$ cat src/rtl/reset_seq_pkg.sv
// Shared encodings for the staged reset sequencer: FSM states, reset cause
// codes and a small elaboration-time helper.
package reset_seq_pkg;

    typedef enum logic [1:0] {
        ST_ASSERT  = 2'b00,
        ST_RELEASE = 2'b01,
        ST_RUN     = 2'b10
    } state_t;

    typedef enum logic [1:0] {
        CAUSE_POR = 2'b00,
        CAUSE_SW  = 2'b01,
        CAUSE_WDT = 2'b10
    } cause_t;

    function automatic int max_int(input int a, input int b);
        return (a > b) ? a : b;
    endfunction

endpackage

$ cat src/rtl/reset_sequencer_if.sv
// Control/status bundle between the reset sequencer (master) and the
// top-level reset domains plus software/watchdog sources (slave).
interface reset_sequencer_if #(
    parameter int NUM_STAGES = 3
);
    logic                  sw_reset_req;
    logic [NUM_STAGES-1:0] stage_ack;
    logic                  wdt_kick;
    logic [NUM_STAGES-1:0] stage_reset;
    logic                  busy;
    logic                  sys_ready;
    logic [1:0]            reset_cause;
    logic [NUM_STAGES-1:0] ack_err;

    modport master (
        input  sw_reset_req, stage_ack, wdt_kick,
        output stage_reset, busy, sys_ready, reset_cause, ack_err
    );

    modport slave (
        output sw_reset_req, stage_ack, wdt_kick,
        input  stage_reset, busy, sys_ready, reset_cause, ack_err
    );
endinterface

$ cat src/rtl/reset_hold_counter.sv
// Saturating up-counter with synchronous clear and enable; tc is high once
// the count has reached the (runtime) limit.
module reset_hold_counter #(
    parameter int W = 8
) (
    input  logic         clk,
    input  logic         reset,
    input  logic         clr,
    input  logic         en,
    input  logic [W-1:0] limit,
    output logic         tc
);
    logic [W-1:0] count_q;

    always_ff @(posedge clk or posedge reset) begin
        if (reset) begin
            count_q <= '0;
        end else if (clr) begin
            count_q <= '0;
        end else if (en && (count_q < limit)) begin
            count_q <= count_q + 1'b1;
        end
    end

    assign tc = (count_q >= limit);
endmodule

$ cat src/rtl/reset_sequencer.sv
// Staged reset controller: holds all domains, then releases them in order
// with a hold time and ack handshake. Watchdog built only with RESET_SEQ_WDT_EN.
module reset_sequencer
    import reset_seq_pkg::*;
#(
    parameter int NUM_STAGES  = 3,
    parameter int HOLD_CYCLES = 16,
    parameter int ACK_TIMEOUT = 256,
    parameter int WDT_CYCLES  = 1048576
) (
    input  logic              clk,
    input  logic              reset,
    reset_sequencer_if.master bus
);
    localparam int CNT_W = $clog2(max_int(HOLD_CYCLES, ACK_TIMEOUT) + 1);
    localparam int IDX_W = (NUM_STAGES > 1) ? $clog2(NUM_STAGES) : 1;
    localparam logic [CNT_W-1:0] HOLD_LIM = CNT_W'(HOLD_CYCLES - 1);
    // Wait phase starts one cycle after saturation, so it needs one count less.
    localparam logic [CNT_W-1:0] WAIT_LIM = CNT_W'(ACK_TIMEOUT - 2);
    localparam logic [IDX_W-1:0] LAST_IDX = IDX_W'(NUM_STAGES - 1);

    state_t                state_q, state_d;
    cause_t                cause_q, cause_d;
    logic [IDX_W-1:0]      idx_q, idx_d;
    logic                  waiting_q, waiting_d;
    logic                  started_q;
    logic [NUM_STAGES-1:0] ack_err_q, ack_err_d;
    logic [NUM_STAGES-1:0] stage_reset_q, stage_reset_d;
    logic                  busy_q, sys_ready_q;
    logic                  cnt_clr, cnt_en, cnt_tc;
    logic [CNT_W-1:0]      cnt_lim;
    logic                  wdt_fire;

    reset_hold_counter #(.W(CNT_W)) u_hold (
        .clk   (clk),
        .reset (reset),
        .clr   (cnt_clr),
        .en    (cnt_en),
        .limit (cnt_lim),
        .tc    (cnt_tc)
    );

`ifdef RESET_SEQ_WDT_EN
    localparam int WDT_W = $clog2(WDT_CYCLES);
    logic wdt_tc;

    reset_hold_counter #(.W(WDT_W)) u_wdt (
        .clk   (clk),
        .reset (reset),
        .clr   ((state_q != ST_RUN) || bus.wdt_kick),
        .en    (1'b1),
        .limit (WDT_W'(WDT_CYCLES - 1)),
        .tc    (wdt_tc)
    );

    assign wdt_fire = (state_q == ST_RUN) && wdt_tc && !bus.wdt_kick;
`else
    logic unused_wdt;
    assign unused_wdt = bus.wdt_kick ^ (WDT_CYCLES == 0);
    assign wdt_fire   = 1'b0;
`endif

    always_comb begin
        state_d       = state_q;
        idx_d         = idx_q;
        waiting_d     = waiting_q;
        cause_d       = cause_q;
        ack_err_d     = ack_err_q;
        cnt_clr       = 1'b0;
        cnt_en        = 1'b0;
        cnt_lim       = HOLD_LIM;
        stage_reset_d = '1;

        if (bus.sw_reset_req || wdt_fire) begin
            state_d   = ST_ASSERT;
            idx_d     = '0;
            waiting_d = 1'b0;
            cnt_clr   = 1'b1;
            cause_d   = bus.sw_reset_req ? CAUSE_SW : CAUSE_WDT;
        end else begin
            case (state_q)
                ST_ASSERT: begin
                    // The first edge after reset release only arms the counter.
                    cnt_en = started_q;
                    if (cnt_tc) begin
                        state_d = ST_RELEASE;
                        idx_d   = '0;
                        cnt_clr = 1'b1;
                    end
                end
                ST_RELEASE: begin
                    cnt_en  = 1'b1;
                    cnt_lim = waiting_q ? WAIT_LIM : HOLD_LIM;
                    if ((cnt_tc || waiting_q) &&
                        (bus.stage_ack[idx_q] || (waiting_q && cnt_tc))) begin
                        if (!bus.stage_ack[idx_q]) begin
                            ack_err_d[idx_q] = 1'b1;
                        end
                        waiting_d = 1'b0;
                        cnt_clr   = 1'b1;
                        if (idx_q == LAST_IDX) begin
                            state_d = ST_RUN;
                        end else begin
                            idx_d = idx_q + 1'b1;
                        end
                    end else if (cnt_tc && !waiting_q) begin
                        waiting_d = 1'b1;
                        cnt_clr   = 1'b1;
                    end
                end
                ST_RUN: begin
                    cnt_clr = 1'b1;
                end
                default: begin
                    state_d = ST_ASSERT;
                    cnt_clr = 1'b1;
                end
            endcase
        end

        for (int i = 0; i < NUM_STAGES; i++) begin
            stage_reset_d[i] = !((state_d == ST_RUN) ||
                                 ((state_d == ST_RELEASE) && (IDX_W'(i) <= idx_d)));
        end
    end

    // Outputs are registered from the next state so they change on the same
    // edge as the state they describe.
    always_ff @(posedge clk or posedge reset) begin
        if (reset) begin
            state_q       <= ST_ASSERT;
            idx_q         <= '0;
            waiting_q     <= 1'b0;
            started_q     <= 1'b0;
            cause_q       <= CAUSE_POR;
            ack_err_q     <= '0;
            stage_reset_q <= '1;
            busy_q        <= 1'b1;
            sys_ready_q   <= 1'b0;
        end else begin
            state_q       <= state_d;
            idx_q         <= idx_d;
            waiting_q     <= waiting_d;
            started_q     <= 1'b1;
            cause_q       <= cause_d;
            ack_err_q     <= ack_err_d;
            stage_reset_q <= stage_reset_d;
            busy_q        <= (state_d != ST_RUN);
            sys_ready_q   <= (state_d == ST_RUN);
        end
    end

    assign bus.stage_reset = stage_reset_q;
    assign bus.busy        = busy_q;
    assign bus.sys_ready   = sys_ready_q;
    assign bus.reset_cause = cause_q;
    assign bus.ack_err     = ack_err_q;
endmodule
$ cat src/flat_wrapper.sv
// flat-port wrapper written by rule: the top's interface ports become plain ports
module reset_sequencer_flat import reset_seq_pkg::*;
#(
    parameter int NUM_STAGES  = 3,
    parameter int HOLD_CYCLES = 16,
    parameter int ACK_TIMEOUT = 256,
    parameter int WDT_CYCLES  = 1048576
)
  (clk, reset, bus_sw_reset_req, bus_stage_ack, bus_wdt_kick, bus_stage_reset, bus_busy, bus_sys_ready, bus_reset_cause, bus_ack_err);
  reset_sequencer_if #(.NUM_STAGES(NUM_STAGES)) bus_i ();
  input  logic clk;
  input  logic reset;
  input wire logic [$bits(bus_i.sw_reset_req)-1:0] bus_sw_reset_req;
  input wire logic [$bits(bus_i.stage_ack)-1:0] bus_stage_ack;
  input wire logic [$bits(bus_i.wdt_kick)-1:0] bus_wdt_kick;
  output wire logic [$bits(bus_i.stage_reset)-1:0] bus_stage_reset;
  output wire logic [$bits(bus_i.busy)-1:0] bus_busy;
  output wire logic [$bits(bus_i.sys_ready)-1:0] bus_sys_ready;
  output wire logic [$bits(bus_i.reset_cause)-1:0] bus_reset_cause;
  output wire logic [$bits(bus_i.ack_err)-1:0] bus_ack_err;
  assign bus_i.sw_reset_req = bus_sw_reset_req;
  assign bus_i.stage_ack = bus_stage_ack;
  assign bus_i.wdt_kick = bus_wdt_kick;
  assign bus_stage_reset = bus_i.stage_reset;
  assign bus_busy = bus_i.busy;
  assign bus_sys_ready = bus_i.sys_ready;
  assign bus_reset_cause = bus_i.reset_cause;
  assign bus_ack_err = bus_i.ack_err;
  reset_sequencer #(.NUM_STAGES(NUM_STAGES), .HOLD_CYCLES(HOLD_CYCLES), .ACK_TIMEOUT(ACK_TIMEOUT), .WDT_CYCLES(WDT_CYCLES)) u_core (.clk(clk), .reset(reset), .bus(bus_i));
endmodule
$ cat config.mk
export PLATFORM = sky130hd
export DESIGN_NAME = reset_sequencer_flat
export DESIGN_NICKNAME = d
export VERILOG_FILES = /design/src/rtl/reset_seq_pkg.sv /design/src/rtl/reset_sequencer_if.sv /design/src/rtl/reset_hold_counter.sv /design/src/rtl/reset_sequencer.sv /design/src/flat_wrapper.sv
export SDC_FILE = /design/constraint.sdc
export NUM_CORES = 1
export LEC_CHECK = 0
export ABC_AREA = 1
export CAP_MARGIN = 20
export CORE_MARGIN = 5
export CORE_UTILIZATION = 52
export CTS_BUF_LIST = sky130_fd_sc_hd__clkbuf_4
export CTS_CLUSTER_DIAMETER = 30
export DETAILED_ROUTE_END_ITERATION = 8
export PLACE_DENSITY = 0.74
export SYNTH_ARGS = -nofsm -noshare
export SYNTH_HDL_FRONTEND = slang
export SYNTH_HIERARCHICAL = 1
export SYNTH_SLANG_ARGS = --single-unit
export TNS_END_PERCENT = 20
$ cat constraint.sdc
create_clock -name clk -period 3.8 [get_ports clk]
set_clock_uncertainty 0.1 [all_clocks]
set_input_delay 0.38 -clock clk [delete_from_list [all_inputs] [get_ports clk]]
set_output_delay 0.38 -clock clk [all_outputs]
set_load 0.01 [all_outputs]
# Yosys cells after proc, flatten, opt, wreduce, memory -nomap -nowiden
# Index checks and enable logic that the tools add are counted.
# classes
addsub	2
div	0
n_shift	0
n_eq_ne	6
mul	0
order_cmp	7
muxes	30
bitwise_logic	3
n_reduce_logical	23
# op_table
op	n
$mux 9	4
$mux 2	8
$mux 1	11
$add 9x1->9 const B	1
$ge 9x9->1	1
$lt 9x9->1	1
$logic_and 1x1->1	8
$mux 8	1
$eq 2x2->1 const B	3
$pmux 2 s3	1
$logic_or 1x1->1	5
$eq 2x1->1 const B	2
$le 1x2->1 const A	2
$logic_not 1->1	4
$pmux 1 s2	2
$pmux 2 s2	1
$reduce_and 4->1	1
$reduce_bool 2->1	2
$lt 2x3->1 const B	1
$or 3x3->3	1
$reduce_bool 3->1	1
$add 2x1->2 const B	1
$bmux 1 s2	1
$demux 1 s2	1
6 further kinds	7
# word_totals
n_memories	0
mem_bits_rw	0
word_cells	81
ff_bits	24
output_inout_bits	10
latch_bits	0
mem_bits_ro	0
input_bits	7

# Depth between registers and ports, before layout
# depth
word_depth	14
mapped_depth	24
depth_no_buf	24

# Modules after synthesis
# The synthesis kept the hierarchy.
# modules_own_cells
mod	area_per_inst_um2	seq_area_each_um2	instances	cells_per_inst
reset_hold_counter	909.6	225.2	1	133
reset_sequencer	824.5	380.4	1	98

# Worst setup path before layout
# No wires, ideal clock.
# synth_timing
path_kind	register -> register
startpoint	reg u_core.state_q[1]
endpoint	reg u_core.u_hold.count_q[3]
path_stages_with_launch	20
period_less_slack_ps	2995
required_time_ps	3634
path_buffers	1
setup_time_ps	66
path_slack_ps	805
arrival_ps	2829
path_cell_list	dfrtp_1 nor2_4 nand2_1 nor2_1 inv_1 ha_1 nand2_2 inv_2 a21oi_2 nand2_2 nor2_8 nand2_1 inv_1 nand2_1 o211ai_1 nand3_1 clkinv_1 clkbuf_1 nand4_1 nand2_1
# synth_between
elab_chain_len	11
word_cells_on_any_way	21
cone_classes	2 x order compare; 1 x eq/ne; 10 x mux; 8 x reduce/logical
# synth_rtl
element	line_no	text
from (decl)	reset_sequencer.sv:22	state_t state_q, state_d;
from (signal assigned)	reset_sequencer.sv:141	state_q <= state_d;
$eq 2x1->1 *	reset_sequencer.sv:81	case (state_q)
$mux 9 *	reset_sequencer.sv:81	
$mux 9 *	reset_sequencer.sv:74	if (bus.sw_reset_req || wdt_fire) begin
named net u_core.cnt_lim[4]	reset_sequencer.sv:31	logic [CNT_W-1:0] cnt_lim;
$ge 9x9->1 *	reset_hold_counter.sv:25	assign tc = (count_q >= limit);
named net u_core.cnt_tc	reset_sequencer.sv:30	logic cnt_clr, cnt_en, cnt_tc;
$logic_and 1x1->1	reset_sequencer.sv:95	(bus.stage_ack[idx_q] || (waiting_q && cnt_tc))) begin
$logic_or 1x1->1	reset_sequencer.sv:95	
$logic_and 1x1->1	reset_sequencer.sv:94	if ((cnt_tc || waiting_q) &&
$mux 1	reset_sequencer.sv:94	
$pmux 1 s2 *	reset_sequencer.sv:81	
$mux 1 *	reset_sequencer.sv:74	
named net u_core.cnt_clr	reset_sequencer.sv:30	
$mux 9 / $reduce_bool 2->1 (equally long branches)	n/a	
to (signal assigned)	reset_hold_counter.sv:21	count_q <= count_q + 1'b1;
to (decl)	reset_hold_counter.sv:13	logic [W-1:0] count_q;
# The timed path passes the listed nets; every way through them passes the cells marked *.
# A chain may end at the register's enable or synchronous reset.

# Worst setup path after layout
# layout_timing
startpoint	reg u_core.state_q[0]
endpoint	reg u_core.stage_reset_q[1], in the netlist u_core/bus.stage_reset[1]
# layout_between
elab_chain_len	14
word_cells_on_any_way	25
cone_classes	2 x order compare; 4 x eq/ne; 11 x mux; 8 x reduce/logical
# layout_rtl
element	line_no	text
$eq 2x1->1 *	reset_sequencer.sv:81	
$mux 9 *	reset_sequencer.sv:81	
$mux 9 *	reset_sequencer.sv:74	
named net u_core.cnt_lim[4]	reset_sequencer.sv:31	
$ge 9x9->1 *	reset_hold_counter.sv:25	
named net u_core.cnt_tc	reset_sequencer.sv:30	
$logic_and 1x1->1	reset_sequencer.sv:95	
$logic_or 1x1->1	reset_sequencer.sv:95	
[2 not listed]	n/a	
$pmux 2 s3 *	reset_sequencer.sv:81	
$mux 2 *	reset_sequencer.sv:74	
named net u_core.state_d[0]	reset_sequencer.sv:22	
$eq 2x1->1	reset_sequencer.sv:123	((state_d == ST_RELEASE) && (IDX_W'(i) <= idx_d)));
$logic_and 1x1->1	reset_sequencer.sv:123	
$logic_or 1x1->1 *	reset_sequencer.sv:122	stage_reset_d[i] = !((state_d == ST_RUN) ||
$logic_not 1->1 *	reset_sequencer.sv:122	
named net u_core.stage_reset_d[1]	reset_sequencer.sv:28	logic [NUM_STAGES-1:0] stage_reset_q, stage_reset_d;
to (signal assigned)	reset_sequencer.sv:147	stage_reset_q <= stage_reset_d;
to (decl)	reset_sequencer.sv:28	
# Marked as above.

==> results.json <==
{
  "synth_ff_type": "dfrtp_1",
  "synthCells": 231,
  "cp-end-kind": "flip-flop",
  "p_leak_nw": 1.100,
  "utilization_pct": 61.33,
  "ys_ff_latch": 24,
  "cts-root-buf": "clkbuf_4",
  "synth_cell_types": 30,
  "status": "completed",
  "num_vias": 1430,
  "powerDensity_nw_per_um2": 253.7,
  "maxCapViolations": 0,
  "min_period_over_period_pct": 87.98,
  "vdd_drop_max_uv": 220.0,
  "critPathKind": "flip-flop to flip-flop",
  "holdBufCountCts": 0,
  "dpl-instance-area_sq_um": 1962,
  "critPathTopFamily": "simple AND/OR/NAND/NOR gates",
  "drt.antenna.violating_nets": 0,
  "yosysTopAreaCell": "dfrtp_1",
  "area_growth_pct": 16.16,
  "nets": 278,
  "final_area_sq_um": 2014,
  "die_h_um": 67.75,
  "grt_start_max_net_pins": 19,
  "slew_violations": 0,
  "clk_pin_slew_ps": 130,
  "hpwlAfterDp_mm": 2.520,
  "start_kind": "flip-flop",
  "cts_sinks": 24,
  "clock_path_buffers": 2,
  "period_needed_ps": 3343,
  "cts_setup_buffers": 0,
  "diodes": 0,
  "rows": 21,
  "io_buffers": 14,
  "io_pins": 17,
  "core_sq_um": 3284,
  "rsz0062_at_grt": "false",
  "grt_pass1_wl_mm": 5.382,
  "slew_headroom_pct": 62.19,
  "path_cells": "inv_1 -> nor2_4 -> nand2_1 -> nor2_1 -> inv_1 -> ha_1 -> nand2_2 -> inv_2 -> a21oi_2 -> nand2_2 -> nor2_8 -> nand2_1 -> nand2_1 -> nand3_2 -> nand2_2 -> nor2_2 -> o22ai_1 -> inv_1 -> ha_1 -> inv_1 -> nand2_1 -> nor2_1",
  "first_iter_violations": 91,
  "synth-edff-count": 0,
  "drc_errors": 0,
  "synth.avg_cell_area_sq_um": 7.507,
  "wl_mm": 3.068,
  "gp_congestion": 0.7953,
  "synth_top_area_share_pct": 28.86,
  "clk_latency_ps": 310,
  "setup_viol": 0,
  "cp_slowest_cell": "dfrtp_1",
  "p_total_mw": 0.5110,
  "die_w_um": 67.75,
  "overflow": 0,
  "critical_path.max_stage_delay_ps": 400,
  "netlist_area_sq_um": 1734,
  "ys_seq_area_share_pct": 34.92,
  "htree_num_levels": 1,
  "critPathBufInv": 5,
  "hold_viol_final": 0,
  "drive_gt1_share_pct": 14.96,
  "worstPathMaxFanout": 7,
  "synth.area.top_cells": "dfrtp_1 (29%), nand2_1 (12%), ha_1 (12%), inv_1 (10%), nand3_1 (6.9%)",
  "async_flop_share_pct": 100.0,
  "hp-class": "primary input to asynchronous set/reset pin",
  "yosysWarnings": 6,
  "antenna_found_initial": 0,
  "cp.required_ps": 3960,
  "cts_buffers": 3,
  "start_util_pct": 52.80,
  "finalSetupTns_ps": 0,
  "track_usage_pct": 15.25,
  "grt_pass1_vias": 1303,
  "cts_resized": 0,
  "dieArea_sq_um": 4590,
  "firstDrtPassIters": 5,
  "worst_pin_slew_ps": 566.6,
  "via_per_inst": 4.767,
  "wire_per_inst_um": 10.23,
  "cts_tree": "done",
  "crit_arrival_ps": 3500,
  "fmax_mhz": 299.1
}
## state kept, by name, summed over array words and instances, names as in the netlist
name and cells:
u_core/u_hold/count_q 9, u_core/bus.ack_err 3, u_core/bus.stage_reset 3, u_core/idx_q 2, u_core/state_q 2, u_core/bus.busy 1
u_core/bus.reset_cause 1, u_core/bus.sys_ready 1, u_core/started_q 1, u_core/waiting_q 1
## layout by cell type, fill, tap and decap left out, types with 2 or more instances in the layout
cell / synthesis / routed
conb_1: 2 / 6
buf_4: 1 / 4
nor2_1: 11 / 11
nand3_2: 4 / 4
nand2_1: 56 / 56
o21ai_0: 2 / 2
dfrtp_1: 20 / 20
nor2_4: 2 / 2
a21oi_2: 2 / 2
clkbuf_4: 0 / 3
dfstp_2: 4 / 4
inv_1: 46 / 46
nand4_1: 10 / 10
nor2_2: 4 / 4
ha_1: 16 / 16
xnor2_1: 2 / 2
nand2_2: 5 / 5
clkdlybuf4s50_1: 0 / 14
nand3_1: 24 / 24
a21o_1: 3 / 3
inv_2: 5 / 5
## routing by layer
layer	wire length, um	track usage (%)	up-vias	part of all wire (%)
met1	1609	21.41	648	52
met5	0	0	-	0
li1	-	-	766	-
met2	1360	23.94	14	44
met4	17	4.304	0	0.55
met3	80	2.662	2	2.6
## final cells by class
cell class / count / area [sq um]
timing repair buffer: 18 / 170.2
clock inverter: 1 / 30.03
inverter: 52 / 195.2
multi-input combinational: 156 / 933.4
sequential: 24 / 605.6
clock buffer: 3 / 22.52
fill: 319 / 1270
tap: 46 / 57.56
## worst paths after layout
check | slack [ps] | endpoint | startpoint | cells after the start
worst max-delay path | 460 | u_core/bus.stage_reset[1] | u_core/state_q[0] | 22
worst min-delay path | 240 | u_core/u_hold/count_q[3] | reset | 2
worst max register to register | 460 | u_core/bus.stage_reset[1] | u_core/state_q[0] | 22
worst min register to register | 370 | u_core/bus.ack_err[2] | u_core/bus.ack_err[2] | 1
max in group asynchronous | 2900 | u_core/state_q[1] | reset | 2
min in group clk | 370 | u_core/bus.ack_err[2] | u_core/bus.ack_err[2] | 1
## cells in the mapped netlist, types with 2 or more instances
master / instances
a21o_1: 3
dfrtp_1: 20
nand4_1: 10
a21oi_2: 2
conb_1: 2
ha_1: 16
dfstp_2: 4
clkbuf_1: 2
nor2_2: 4
inv_2: 5
nand3_2: 4
nor2_4: 2
nor2_1: 11
xnor2_1: 2
o21ai_0: 2
nand3_1: 24
nand2_1: 56
inv_1: 46
nand2_2: 5
## kinds of logic after synthesis
family / synth area share, %
other cells: 0.4331
fa+ha+maj: 11.54
flops: 34.92
simple gates: 34.42
compound gates: 5.051
buf+inv: 12.12
xor+xnor: 1.515
## power breakdown
| group | total [mW] | leakage (nW) | internal [mW] | switching (mW) |
|---|---|---|---|---|
| Sequential | 0.266 | 0.313 | 0.262 | 0.00414 |
| Combinational | 0.0623 | 0.759 | 0.0227 | 0.0396 |
| Clock | 0.183 | 0.0279 | 0.107 | 0.0764 |
## metrics by stage
stage	setup WS, ps	hold WS [ps]	std cells
after floorplan	804.9	107.9	235
after global placement	195.0	339.3	296
after detailed placement	83.31	344.7	296
after CTS	380.1	250.3	300
after global routing	106.4	264.4	300
final	456.9	243.3	300
Power figures use the tool's default switching activity.
==> RTL edit: new RTL, same settings <==
`ACK_TIMEOUT` is set to 256 in 2 places; all go to 128.
--- a/src/rtl/reset_sequencer.sv
+++ b/src/rtl/reset_sequencer.sv
@@ -5,7 +5,7 @@
 #(
     parameter int NUM_STAGES  = 3,
     parameter int HOLD_CYCLES = 16,
-    parameter int ACK_TIMEOUT = 256,
+    parameter int ACK_TIMEOUT = 128,
     parameter int WDT_CYCLES  = 1048576
 ) (
     input  logic              clk,
--- a/src/flat_wrapper.sv
+++ b/src/flat_wrapper.sv
@@ -3,7 +3,7 @@
 #(
     parameter int NUM_STAGES  = 3,
     parameter int HOLD_CYCLES = 16,
-    parameter int ACK_TIMEOUT = 256,
+    parameter int ACK_TIMEOUT = 128,
     parameter int WDT_CYCLES  = 1048576
 )
   (clk, reset, bus_sw_reset_req, bus_stage_ack, bus_wdt_kick, bus_stage_reset, bus_busy, bus_sys_ready, bus_reset_cause, bus_ack_err);
Formal check against the unedited RTL: same outputs for any inputs over 10 cycles, from zero or initial values and one cycle with reset high; that may be too few to reach the edited logic, so the function may still have changed.
==> RTL edit against the original RTL <==
  * Cell area is 13% lower
  * Sequential share of layout area grew 2.9 points
  * Synthesized area fell by 11%
  * Synthesized cell count decreased by 15%
  * Setup slack better by 120 ps
  * Sequential cell count down 1
  * Wire length down 6.0%
  * Global-route usage grew 0.63 points
Power is not compared: it rests on default switching activity, and its combinational part moved more than twofold at a synthesized area within 25%.
==> RTL edit: results <==
set metrics [dict create \
    status "completed" \
    async_reset_ff_share_pct 100 \
    antenna_found_initial 0 \
    drive_above_1_share_pct 12.4 \
    synth_common_cells "nand2_1 (41), inv_1 (35), dfrtp_1 (19), nand3_1 (19), nor2_1 (17)" \
    largest_register "u_core/u_hold/count_q" \
    cts_made_buffers 3 \
    grt_pass1_vias 1259 \
    ys_types 31 \
    clk_pin_slew_ps 120 \
    multi_input_area_um2 821 \
    clockBufferDepth 2 \
    grt_util_all_layers_pct 15.9 \
    worstPathMaxFanout 6 \
    ctsRootBufferMaster "clkbuf_4" \
    port_buffers 14 \
    cts_max_level 1 \
    n_fill_cell 263 \
    dpl-instance-area_mm2 0.00173 \
    place_ws_ps 251 \
    synth_cells 197 \
    yosys_warnings 6 \
    insertion_delay_ps 310 \
    arrival_ps 3370 \
    drt_iter0_markers 38 \
    r2r_cells 19 \
    largest_reg_flops 8 \
    switching_share_pct 36.8 \
    finalNetCount 241 \
    viasPerCell 5.06 \
    fin_cells 249 \
    grt_pass1_wl_um 5300 \
    place_hpwl_um 2300 \
    ys_seq_area_share_pct 37.7 \
    post_cts_buffers 0 \
    firstDrtPassIters 4 \
    n_antenna_cell 0 \
    cts_hold_buffers 0 \
    drt_wl_total_um 2890 \
    slew_headroom_pct 62.1 \
    grt_max_degree 16 \
    min_path_type "in -> async" \
    place.gp.congestion 0.834 \
    synthTopCellsByArea "dfrtp_1 (31%), ha_1 (12%), nand2_1 (10%)" \
    irDropWorstVdd_uv 262 \
]
RTL edit: final cells by class:
type	count	area share, %
Multi-Input combinational cell	138	46.6
Sequential cell	23	33.0
Timing Repair Buffer	15	8.39
Inverter	38	8.10
Tap cell	31	2.20
Clock buffer	4	1.71
RTL edit: kinds of logic after synthesis:
family	synth area share (%)
simple gates	32.5
buf+inv	10.1
flops	37.7
fa+ha+maj	12.2
compound gates	5.44
xor+xnor	1.70
other cells	0.487
RTL edit: worst paths after layout:
| kind | to | slack [ps] | start |
|---|---|---|---|
| worst max-delay path | u_core/bus.stage_reset[1] | 570 | bus_sw_reset_req |
| worst min-delay path | u_core/u_hold/count_q[6] | 230 | reset |
| worst max register to register | u_core/bus.stage_reset[1] | 650 | u_core/state_q[1] |
| worst min register to register | u_core/bus.ack_err[0] | 370 | u_core/bus.ack_err[0] |
| max in group asynchronous | u_core/bus.stage_reset[1] | 2880 | reset |
| min in group clk | u_core/bus.ack_err[0] | 370 | u_core/bus.ack_err[0] |
RTL edit: layer usage:
metal | global-route usage, % | up-vias | wire length [um]
li1 | - | 656 | -
met1 | 21.3 | 581 | 1430
met2 | 25.1 | 18 | 1310
met3 | 2.76 | 4 | 101
met4 | 7.12 | 0 | 45
met5 | 0 | - | 0
RTL edit: worst max-delay path: stages:
cell	delay (ps)
clkdlybuf4s50_1	480
inv_1	140
nand2_1	110
nor2_1	220
inv_1	80
ha_1	320
a21oi_1	140
nor2_1	80
nor2_4	120
nand3_1	130
inv_1	110
nand2_1	140
nand2_2	120
nor2_2	50
o22ai_1	230
inv_1	80
ha_1	220
inv_1	70
nand2_1	60
nor2_1	90
RTL edit: power by group through the flow:
stage / combinational [mW] / sequential [mW] / clock [mW]
3_5_place_dp: 0.234 / 0.319 / 0
2_1_floorplan: 0.162 / 0.317 / 0
5_1_grt: 0.271 / 0.320 / 0.139
6_report: 0.234 / 0.315 / 0.118
4_1_cts: 0.236 / 0.315 / 0.126
3_3_place_gp: 0.223 / 0.318 / 0
